## src/rtl/dsi_clk_lane_if.sv

```systemverilog
// Clock-lane sequencer handshake and pad-control bundle.
interface dsi_clk_lane_if;
  logic enable;
  logic hs_req;
  logic hs_ready;
  logic clk_lp_p;
  logic clk_lp_n;
  logic clk_hs_oe;
  logic clk_hs_toggle;
  logic busy;

  modport master (
    output enable, hs_req,
    input  hs_ready, clk_lp_p, clk_lp_n, clk_hs_oe, clk_hs_toggle, busy
  );

  modport slave (
    input  enable, hs_req,
    output hs_ready, clk_lp_p, clk_lp_n, clk_hs_oe, clk_hs_toggle, busy
  );
endinterface

```

## src/rtl/dsi_clk_lane_sequencer.sv

```systemverilog
// D-PHY clock-lane LP-11 -> HS -> LP-11 sequencer with hs_ready grant to the data lanes.
// Optional continuous-clock mode: define DSI_CLK_LANE_CONTINUOUS_EN.
module dsi_clk_lane_sequencer #(
  parameter int unsigned LPX_CYC         = 4,
  parameter int unsigned CLK_PREPARE_CYC = 4,
  parameter int unsigned CLK_ZERO_CYC    = 20,
  parameter int unsigned CLK_PRE_CYC     = 2,
  parameter int unsigned CLK_POST_CYC    = 8,
  parameter int unsigned CLK_TRAIL_CYC   = 5,
  parameter int unsigned HS_EXIT_CYC     = 8,
  parameter int unsigned CNT_W           = 8
) (
  input logic           clk,
  input logic           rst,
  dsi_clk_lane_if.slave lane
);

  typedef enum logic [2:0] {IDLE, LP01, LP00, ZERO, PRE, ACTIVE, POST, TRAIL} state_t;

  // Counter load value for an N-cycle state; N = 0 behaves as 1.
  function automatic logic [CNT_W-1:0] ld(input int unsigned n);
    return (n == 0) ? '0 : CNT_W'(n - 1);
  endfunction

  localparam logic [CNT_W-1:0] LPX_LD   = ld(LPX_CYC);
  localparam logic [CNT_W-1:0] PREP_LD  = ld(CLK_PREPARE_CYC);
  localparam logic [CNT_W-1:0] ZERO_LD  = ld(CLK_ZERO_CYC);
  localparam logic [CNT_W-1:0] PRE_LD   = ld(CLK_PRE_CYC);
  localparam logic [CNT_W-1:0] POST_LD  = ld(CLK_POST_CYC);
  localparam logic [CNT_W-1:0] TRAIL_LD = ld(CLK_TRAIL_CYC);
  localparam logic [CNT_W-1:0] EXIT_LD  = CNT_W'(HS_EXIT_CYC);

  state_t           state, state_nx;
  logic [CNT_W-1:0] cnt, cnt_nx;
  logic [CNT_W-1:0] holdoff, holdoff_nx;
  logic             exit_req;
  logic [4:0]       out_nx;
  logic             busy_nx;
  logic             lp_p_q, lp_n_q, hs_oe_q, toggle_q, ready_q, busy_q;

`ifdef DSI_CLK_LANE_CONTINUOUS_EN
  logic hs_req_q;
  assign exit_req = !lane.enable;
`else
  assign exit_req = !lane.hs_req | !lane.enable;
`endif

  always_comb begin
    state_nx   = state;
    cnt_nx     = cnt;
    holdoff_nx = holdoff;
    case (state)
      IDLE: begin
        if (holdoff != '0) holdoff_nx = holdoff - 1'b1;
        if (lane.enable && lane.hs_req && holdoff == '0) begin
          state_nx = LP01;
          cnt_nx   = LPX_LD;
        end
      end
      LP01:
        if (cnt == '0) begin state_nx = LP00; cnt_nx = PREP_LD; end
        else cnt_nx = cnt - 1'b1;
      LP00:
        if (cnt == '0) begin state_nx = ZERO; cnt_nx = ZERO_LD; end
        else cnt_nx = cnt - 1'b1;
      ZERO:
        if (cnt == '0) begin state_nx = PRE; cnt_nx = PRE_LD; end
        else cnt_nx = cnt - 1'b1;
      PRE:
        if (cnt == '0) begin state_nx = ACTIVE; cnt_nx = '0; end
        else cnt_nx = cnt - 1'b1;
      ACTIVE:
        if (exit_req) begin state_nx = POST; cnt_nx = POST_LD; end
      POST:
        if (cnt == '0) begin state_nx = TRAIL; cnt_nx = TRAIL_LD; end
        else cnt_nx = cnt - 1'b1;
      TRAIL:
        if (cnt == '0) begin
          state_nx   = IDLE;
          cnt_nx     = '0;
          holdoff_nx = EXIT_LD;
        end else cnt_nx = cnt - 1'b1;
      default: begin
        state_nx = IDLE;
        cnt_nx   = '0;
      end
    endcase
  end

  // Outputs are decoded from the next state so they register alongside it.
  always_comb begin
    out_nx = 5'b11000;
    case (state_nx)
      IDLE:    out_nx = 5'b11000;
      LP01:    out_nx = 5'b01000;
      LP00:    out_nx = 5'b00000;
      ZERO:    out_nx = 5'b00100;
      PRE:     out_nx = 5'b00110;
      ACTIVE:  out_nx = 5'b00111;
      POST:    out_nx = 5'b00110;
      TRAIL:   out_nx = 5'b00100;
      default: out_nx = 5'b11000;
    endcase
    busy_nx = !(state_nx == IDLE && holdoff_nx == '0);
  end

  always_ff @(posedge clk or posedge rst) begin
    if (rst) begin
      state    <= IDLE;
      cnt      <= '0;
      holdoff  <= '0;
      lp_p_q   <= 1'b1;
      lp_n_q   <= 1'b1;
      hs_oe_q  <= 1'b0;
      toggle_q <= 1'b0;
      ready_q  <= 1'b0;
      busy_q   <= 1'b0;
    end else begin
      state    <= state_nx;
      cnt      <= cnt_nx;
      holdoff  <= holdoff_nx;
      {lp_p_q, lp_n_q, hs_oe_q, toggle_q, ready_q} <= out_nx;
      busy_q   <= busy_nx;
    end
  end

  assign lane.clk_lp_p      = lp_p_q;
  assign lane.clk_lp_n      = lp_n_q;
  assign lane.clk_hs_oe     = hs_oe_q;
  assign lane.clk_hs_toggle = toggle_q;
  assign lane.busy          = busy_q;

`ifdef DSI_CLK_LANE_CONTINUOUS_EN
  // Clock keeps running in ACTIVE; the grant tracks the request one cycle late.
  always_ff @(posedge clk or posedge rst) begin
    if (rst) hs_req_q <= 1'b0;
    else     hs_req_q <= lane.hs_req;
  end
  assign lane.hs_ready = ready_q & hs_req_q;
`else
  assign lane.hs_ready = ready_q;
`endif

endmodule

```

## src/flat_wrapper.sv

```systemverilog
// flat-port wrapper written by rule: the top's interface ports become plain ports
module dsi_clk_lane_sequencer_flat 
#(
  parameter int unsigned LPX_CYC         = 4,
  parameter int unsigned CLK_PREPARE_CYC = 4,
  parameter int unsigned CLK_ZERO_CYC    = 20,
  parameter int unsigned CLK_PRE_CYC     = 2,
  parameter int unsigned CLK_POST_CYC    = 8,
  parameter int unsigned CLK_TRAIL_CYC   = 5,
  parameter int unsigned HS_EXIT_CYC     = 8,
  parameter int unsigned CNT_W           = 8
)
  (clk, rst, lane_enable, lane_hs_req, lane_hs_ready, lane_clk_lp_p, lane_clk_lp_n, lane_clk_hs_oe, lane_clk_hs_toggle, lane_busy);
  dsi_clk_lane_if lane_i ();
  input logic clk;
  input logic rst;
  input wire logic [$bits(lane_i.enable)-1:0] lane_enable;
  input wire logic [$bits(lane_i.hs_req)-1:0] lane_hs_req;
  output wire logic [$bits(lane_i.hs_ready)-1:0] lane_hs_ready;
  output wire logic [$bits(lane_i.clk_lp_p)-1:0] lane_clk_lp_p;
  output wire logic [$bits(lane_i.clk_lp_n)-1:0] lane_clk_lp_n;
  output wire logic [$bits(lane_i.clk_hs_oe)-1:0] lane_clk_hs_oe;
  output wire logic [$bits(lane_i.clk_hs_toggle)-1:0] lane_clk_hs_toggle;
  output wire logic [$bits(lane_i.busy)-1:0] lane_busy;
  assign lane_i.enable = lane_enable;
  assign lane_i.hs_req = lane_hs_req;
  assign lane_hs_ready = lane_i.hs_ready;
  assign lane_clk_lp_p = lane_i.clk_lp_p;
  assign lane_clk_lp_n = lane_i.clk_lp_n;
  assign lane_clk_hs_oe = lane_i.clk_hs_oe;
  assign lane_clk_hs_toggle = lane_i.clk_hs_toggle;
  assign lane_busy = lane_i.busy;
  dsi_clk_lane_sequencer #(.LPX_CYC(LPX_CYC), .CLK_PREPARE_CYC(CLK_PREPARE_CYC), .CLK_ZERO_CYC(CLK_ZERO_CYC), .CLK_PRE_CYC(CLK_PRE_CYC), .CLK_POST_CYC(CLK_POST_CYC), .CLK_TRAIL_CYC(CLK_TRAIL_CYC), .HS_EXIT_CYC(HS_EXIT_CYC), .CNT_W(CNT_W)) u_core (.clk(clk), .rst(rst), .lane(lane_i));
endmodule
```

## config.mk

```make
export PLATFORM = sky130hd
export DESIGN_NAME = dsi_clk_lane_sequencer_flat
export DESIGN_NICKNAME = d
export VERILOG_FILES = /design/src/rtl/dsi_clk_lane_if.sv /design/src/rtl/dsi_clk_lane_sequencer.sv /design/src/flat_wrapper.sv
export SDC_FILE = /design/constraint.sdc
export NUM_CORES = 1
export LEC_CHECK = 0
export ABC_AREA = 1
export BUFFER_PORTS_ARGS = -buffer_cell sky130_fd_sc_hd__buf_2
export CAP_MARGIN = 10
export CELL_PAD_IN_SITES_DETAIL_PLACEMENT = 0
export CELL_PAD_IN_SITES_GLOBAL_PLACEMENT = 1
export CORE_ASPECT_RATIO = 0.6
export CORE_UTILIZATION = 47
export CTS_CLUSTER_SIZE = 25
export DETAILED_ROUTE_END_ITERATION = 16
export GPL_TIMING_DRIVEN = 0
export PLACE_DENSITY_LB_ADDON = 0.12
export SKIP_CTS_REPAIR_TIMING = 1
export SYNTH_ARGS = -nofsm -noshare
export SYNTH_HDL_FRONTEND = slang
export SYNTH_SLANG_ARGS = --single-unit
```

## constraint.sdc

```tcl
create_clock -name clk -period 2.43 [get_ports clk]
set_input_delay 0.486 -clock clk [delete_from_list [all_inputs] [get_ports clk]]
set_output_delay 0.486 -clock clk [all_outputs]
set_load 0.02 [all_outputs]
```

---- Yosys cells after proc, flatten, opt, wreduce, memory -nomap -nowiden ----
Memories as Yosys holds them, arrays and structs flattened. A register that Yosys moved wholly into a read port is not among the register bits.
Index checks and enable logic that the tools add are counted.
word-level totals
  flip-flop bits (word level) ............. 20
  ROM bits ................................ 40
  input port bits ......................... 4
  output and inout bits ................... 6
  logic and storage cells ................. 51
  memories kept ........................... 1
cells by class
  $add $sub $neg .......................... 2
  equality and inequality tests ........... 9
  multiplexer cells ....................... 20
  bitwise operators ....................... 1
  reductions and logical operators ........ 14
memories
  name              depth  bits a word  rd ports  clocked after Yosys merged registers in  wr ports  RTL line                      source
  (name not given)  8      5            1         1                                        0         dsi_clk_lane_sequencer.sv:93  case (state_nx)
operator list
  cell                                                                   number
  8-bit two-way mux                                                      9
  8-bit case mux with 7 select lines                                     1
  8-bit zero test                                                        3
  3-bit two-way mux                                                      8
  3-bit case mux with 8 select lines                                     1
  8-bit case mux with 2 select lines                                     1
  8-bit by 1-bit subtractor with 8-bit output, second input constant     2
  3-bit equality test, second input constant                             4
  8-bit nonzero test                                                     1
  3-bit by 2-bit equality test with 1-bit output, second input constant  2
  3-bit zero test                                                        2
  2-bit by 1-bit != test with 1-bit output, second input constant        2
  3-bit by 1-bit equality test with 1-bit output, second input constant  1
  1-bit logical AND                                                      3
  1-bit zero test                                                        3
  2-bit AND reduction                                                    1
  2-bit OR reduction                                                     1
  1-bit bitwise OR                                                       1

---- Logic depth before layout (Yosys ltp) ----
  depth in word-level cells ............... 7
  gate-level depth with buffers ........... 11
  gate-level depth less buffers ........... 11

---- Worst setup path before layout ----
Ideal clock, no wire load.
  kind .................................... register -> register
  start ................................... register u_core.cnt[0]
  end ..................................... register u_core.busy_q, in the netlist u_core.lane.busy
  data arrival time ....................... 1.395 ns
  path slack .............................. 0.910 ns
  stages on the path, launching flop included .. 12
  path buffers ............................ 0
  period minus slack after synthesis ...... 1.520 ns
  cell sequence ........................... dfrtp_1 -> inv_1 -> ha_1 -> nand3_2 -> nor2_8 -> nand2_2 -> o21ai_1 -> nand2_1 -> nand2_1 -> inv_2 -> nor2_2 -> nand3_1
on the way
  cells in the longest elaborated chain, start to end .. 6
  elaborated cells between the ends (all ways) .. 14
  classes of those cells .................. 9 x mux; 5 x reduce/logical
ends and longest elaborated chain
  what                                             RTL line                       source
  start, declared                                  dsi_clk_lane_sequencer.sv:34   logic [CNT_W-1:0] cnt, cnt_nx;
  start signal, assigned                           dsi_clk_lane_sequencer.sv:120  cnt <= cnt_nx;
  8-bit zero test (*)                              -
  3-bit two-way mux, or another cell as far along  dsi_clk_lane_sequencer.sv:78   if (cnt == '0) begin
  3-bit case mux with 8 select lines (*)           dsi_clk_lane_sequencer.sv:52   case (state)
  net u_core.state_nx[0]                           dsi_clk_lane_sequencer.sv:33   state_t state, state_nx;
  3-bit zero test (*)                              dsi_clk_lane_sequencer.sv:104  busy_nx = !(state_nx == IDLE && holdoff_nx == '0);
  1-bit logical AND (*)                            dsi_clk_lane_sequencer.sv:104
  1-bit zero test (*)                              dsi_clk_lane_sequencer.sv:104
  net u_core.busy_nx                               dsi_clk_lane_sequencer.sv:38   logic busy_nx;
  end signal, assigned                             dsi_clk_lane_sequencer.sv:123  busy_q <= busy_nx;
  end, declared                                    dsi_clk_lane_sequencer.sv:39   logic lp_p_q, lp_n_q, hs_oe_q, toggle_q, ready_q, busy_q;
The timed path passes the listed nets; every way through them passes the cells marked *.
A chain may end at the register's enable or synchronous reset.

---- Worst setup path in the final report ----
Ends and elaborated chain as after synthesis.

==> flow_summary.ini <==
[status]
outcome = finished clean

[critical_path]
endpoint_kind = register
crit_fanout = 10
path_common_cell = nand2_1
worst-endpoint-arrival_ns = 1.96
crit_path_start_kind = register
cp_data_required_time_ns = 2.60
max_stage_delay_ns = 0.44
crit_type = reg -> reg
path_cells = inv_1, ha_1, nand3_2, nor2_8, nand2_2, o21ai_1, nand2_1, nand2_1, inv_2, nor2_2, nand3_1
cp_slowest_cell = dfrtp_1

[sta]
tightest_slew_ns = 0.958
fmax_mhz = 559
hold_viol_final = 0
period_needed_ns = 1.79
rsz0062_at_grt = no
fin_tns_setup_ns = 0
fin_skew_ns = 0.0104
finalSetupViolations = 0
maxSlewViolCount = 0
post-route-period-util_pct = 73.7
slew_headroom_pct = 36.1

[clock_tree]
cts_sinks = 25
cts_tree = yes
clk_pin_slew_ns = 0.10
cts_root_buf = clkbuf_8
insertion_delay_ns = 0.28
clk_path_buf_depth = 2
ctsHtreeMaxLevel = 1
cts_buffers = 3

[routing]
wl_mm = 3.58
viasPerCell = 5.01
drc = 0
dr.first_iter.drc_count = 142
firstDrtPassIters = 4
routedWlPerCell_um = 12.8
ant_nets = 0
vias = 1404

[floorplanning]
initial_core_util_pct = 52.6
die_h_um = 47.2
rows = 15
die_area_mm2 = 0.00364
core-area_mm2 = 0.00304
io_pins = 10
die_x_um = 77.3

[yosys]
synth-seq-area-share_pct = 39.3
synth_edf_count = 0
synth_cells = 225
synth_warnings = 0
synthArstFlopShare_pct = 100
yosys-top-cells-area = dfrtp_1 (36%), nand2_1 (13%), inv_1 (8.2%), nor2_1 (6.6%), nand3_1 (5.3%)
synth_area_leader_cell = dfrtp_1
syn_avg_cell_area_um2 = 7.10
yosysUniqueCellTypes = 29
ys_dominant_reg_cell = dfrtp_1
syn-cell-area_mm2 = 0.00160
synth.ff_latch_count = 25
synth_largest_type_area_fraction_pct = 36.0
syn-num-nets = 233

[global_routing]
grt_pass1_wl_mm = 6.26
antenna_found_initial = 0
grt_usage_pct = 22.8
grt_pass1_vias = 1302
grt_max_degree = 26
grt-ovfl-total = 0

[placement]
placed_cell_area_mm2 = 0.00170
dp_cells = 276
portBuffers = 9
gp_congestion = 0.847
hpwlAfterDp_mm = 2.75

[layout]
instances_no_fill = 280
finalInstanceArea_mm2 = 0.00175
fin_util_pct = 57.4
final_cell_mix = nand2_1 (57), inv_1 (35), nor2_1 (28), dfrtp_1 (23), nand3_1 (17)
syn2layout_area_growth_pct = 9.24
layout.nets = 247
drive_gt1_share_pct = 16.4
layout_commonest_cell = nand2_1
n_antenna_cell = 0

[power_and_ir_drop]
comb_power_share_pct = 44.9
clock_power_share_pct = 16.2
intPower_w = 0.000907
pwr-share-seq_pct = 38.9
ir_drop_mv = 0.510
power.leakage_nw = 1.01
p_per_area_mw_per_mm2 = 941
swShare_pct = 44.8
power_switching_w = 0.000736

[min_path]
min_path_type = in -> async

[flow_run]
maxCapViolations = 0
-- worst max-delay path, delay by kind of cell, from the launching register on --
family	cells	cell delay, ns
and+or+nand+nor	7	0.80
AOI/OAI and AO/OA	1	0.07
adders and majority gates	1	0.22
DFF	1	0.44
buffers and inverters	2	0.14
-- kinds of logic (layout without fill, tap and decap cells) --
logic type / Yosys count / after routing / synth area share [%]
simple gates: 124 / 124 / 36.7
buf+inv: 40 / 53 / 9.48
compound gates: 30 / 30 / 10.3
flops: 25 / 25 / 39.3
fa+ha+maj: 4 / 4 / 3.13
xor+xnor: 2 / 2 / 1.10
-- stage by stage --
stage	setup WS [ns]	total power [W]	hold slack [ns]
2_1_floorplan	0.910	0.00121	0.510
3_3_place_gp	0.690	0.00135	0.546
3_5_place_dp	0.684	0.00137	0.551
4_1_cts	0.636	0.00165	0.457
5_1_grt	0.454	0.00181	0.497
6_report	0.640	0.00164	0.405
-- routing by layer --
metal,global-route usage (%),share of wire [%]
met4,4.53,0.48
met3,4.47,5.6
met5,0,0
met1,35.5,56
met2,32.6,38
-- state kept, by name, indices dropped and copies added, names as in the netlist --
register,count
u_core.state,3
u_core.holdoff,8
u_core.lane.busy,1
u_core.lane.clk_hs_toggle,1
u_core.lane.clk_lp_p,1
u_core.lane.clk_lp_n,1
u_core.lane.hs_ready,1
u_core.cnt,8
u_core.lane.clk_hs_oe,1
-- layout make-up --
type	instances	area, um2
clock buffer	3	41.3
clock inverter	1	8.76
fill	298	1290
inverter	40	151
multi-input combinational	160	818
sequential	25	628
tap	42	52.6
timing repair buffer	9	45.0
-- cells in the mapped netlist, types with 3 or more instances --
cell type / instances
inv_2: 4
nor2_1: 28
nand3_2: 3
nor2_2: 5
nand2_2: 5
dfrtp_1: 23
ha_1: 4
o21ai_0: 10
nand2_1: 57
inv_1: 35
a21oi_1: 13
nand3_1: 17
-- power groups by stage --
stage	combinational (W)	sequential [W]	clock, W
4_1_cts	0.000736	0.000635	0.000276
6_report	0.000737	0.000640	0.000266
3_3_place_gp	0.000714	0.000636	0
2_1_floorplan	0.000562	0.000648	0
3_5_place_dp	0.000730	0.000641	0
5_1_grt	0.000859	0.000655	0.000291
-- final timing paths --
check,from,end,slack (ns),depth (start not counted)
setup / recovery,u_core.cnt[0],u_core.lane.busy,0.64,11
hold / removal,rst,u_core.lane.busy,0.41,2
setup reg to reg,u_core.cnt[0],u_core.lane.busy,0.64,11
hold reg to reg,u_core.cnt[1],u_core.cnt[1],0.57,2
max in group asynchronous,rst,u_core.holdoff[1],1.43,2
min in group clk,u_core.cnt[1],u_core.cnt[1],0.57,2
Power figures use the tool's default switching activity.
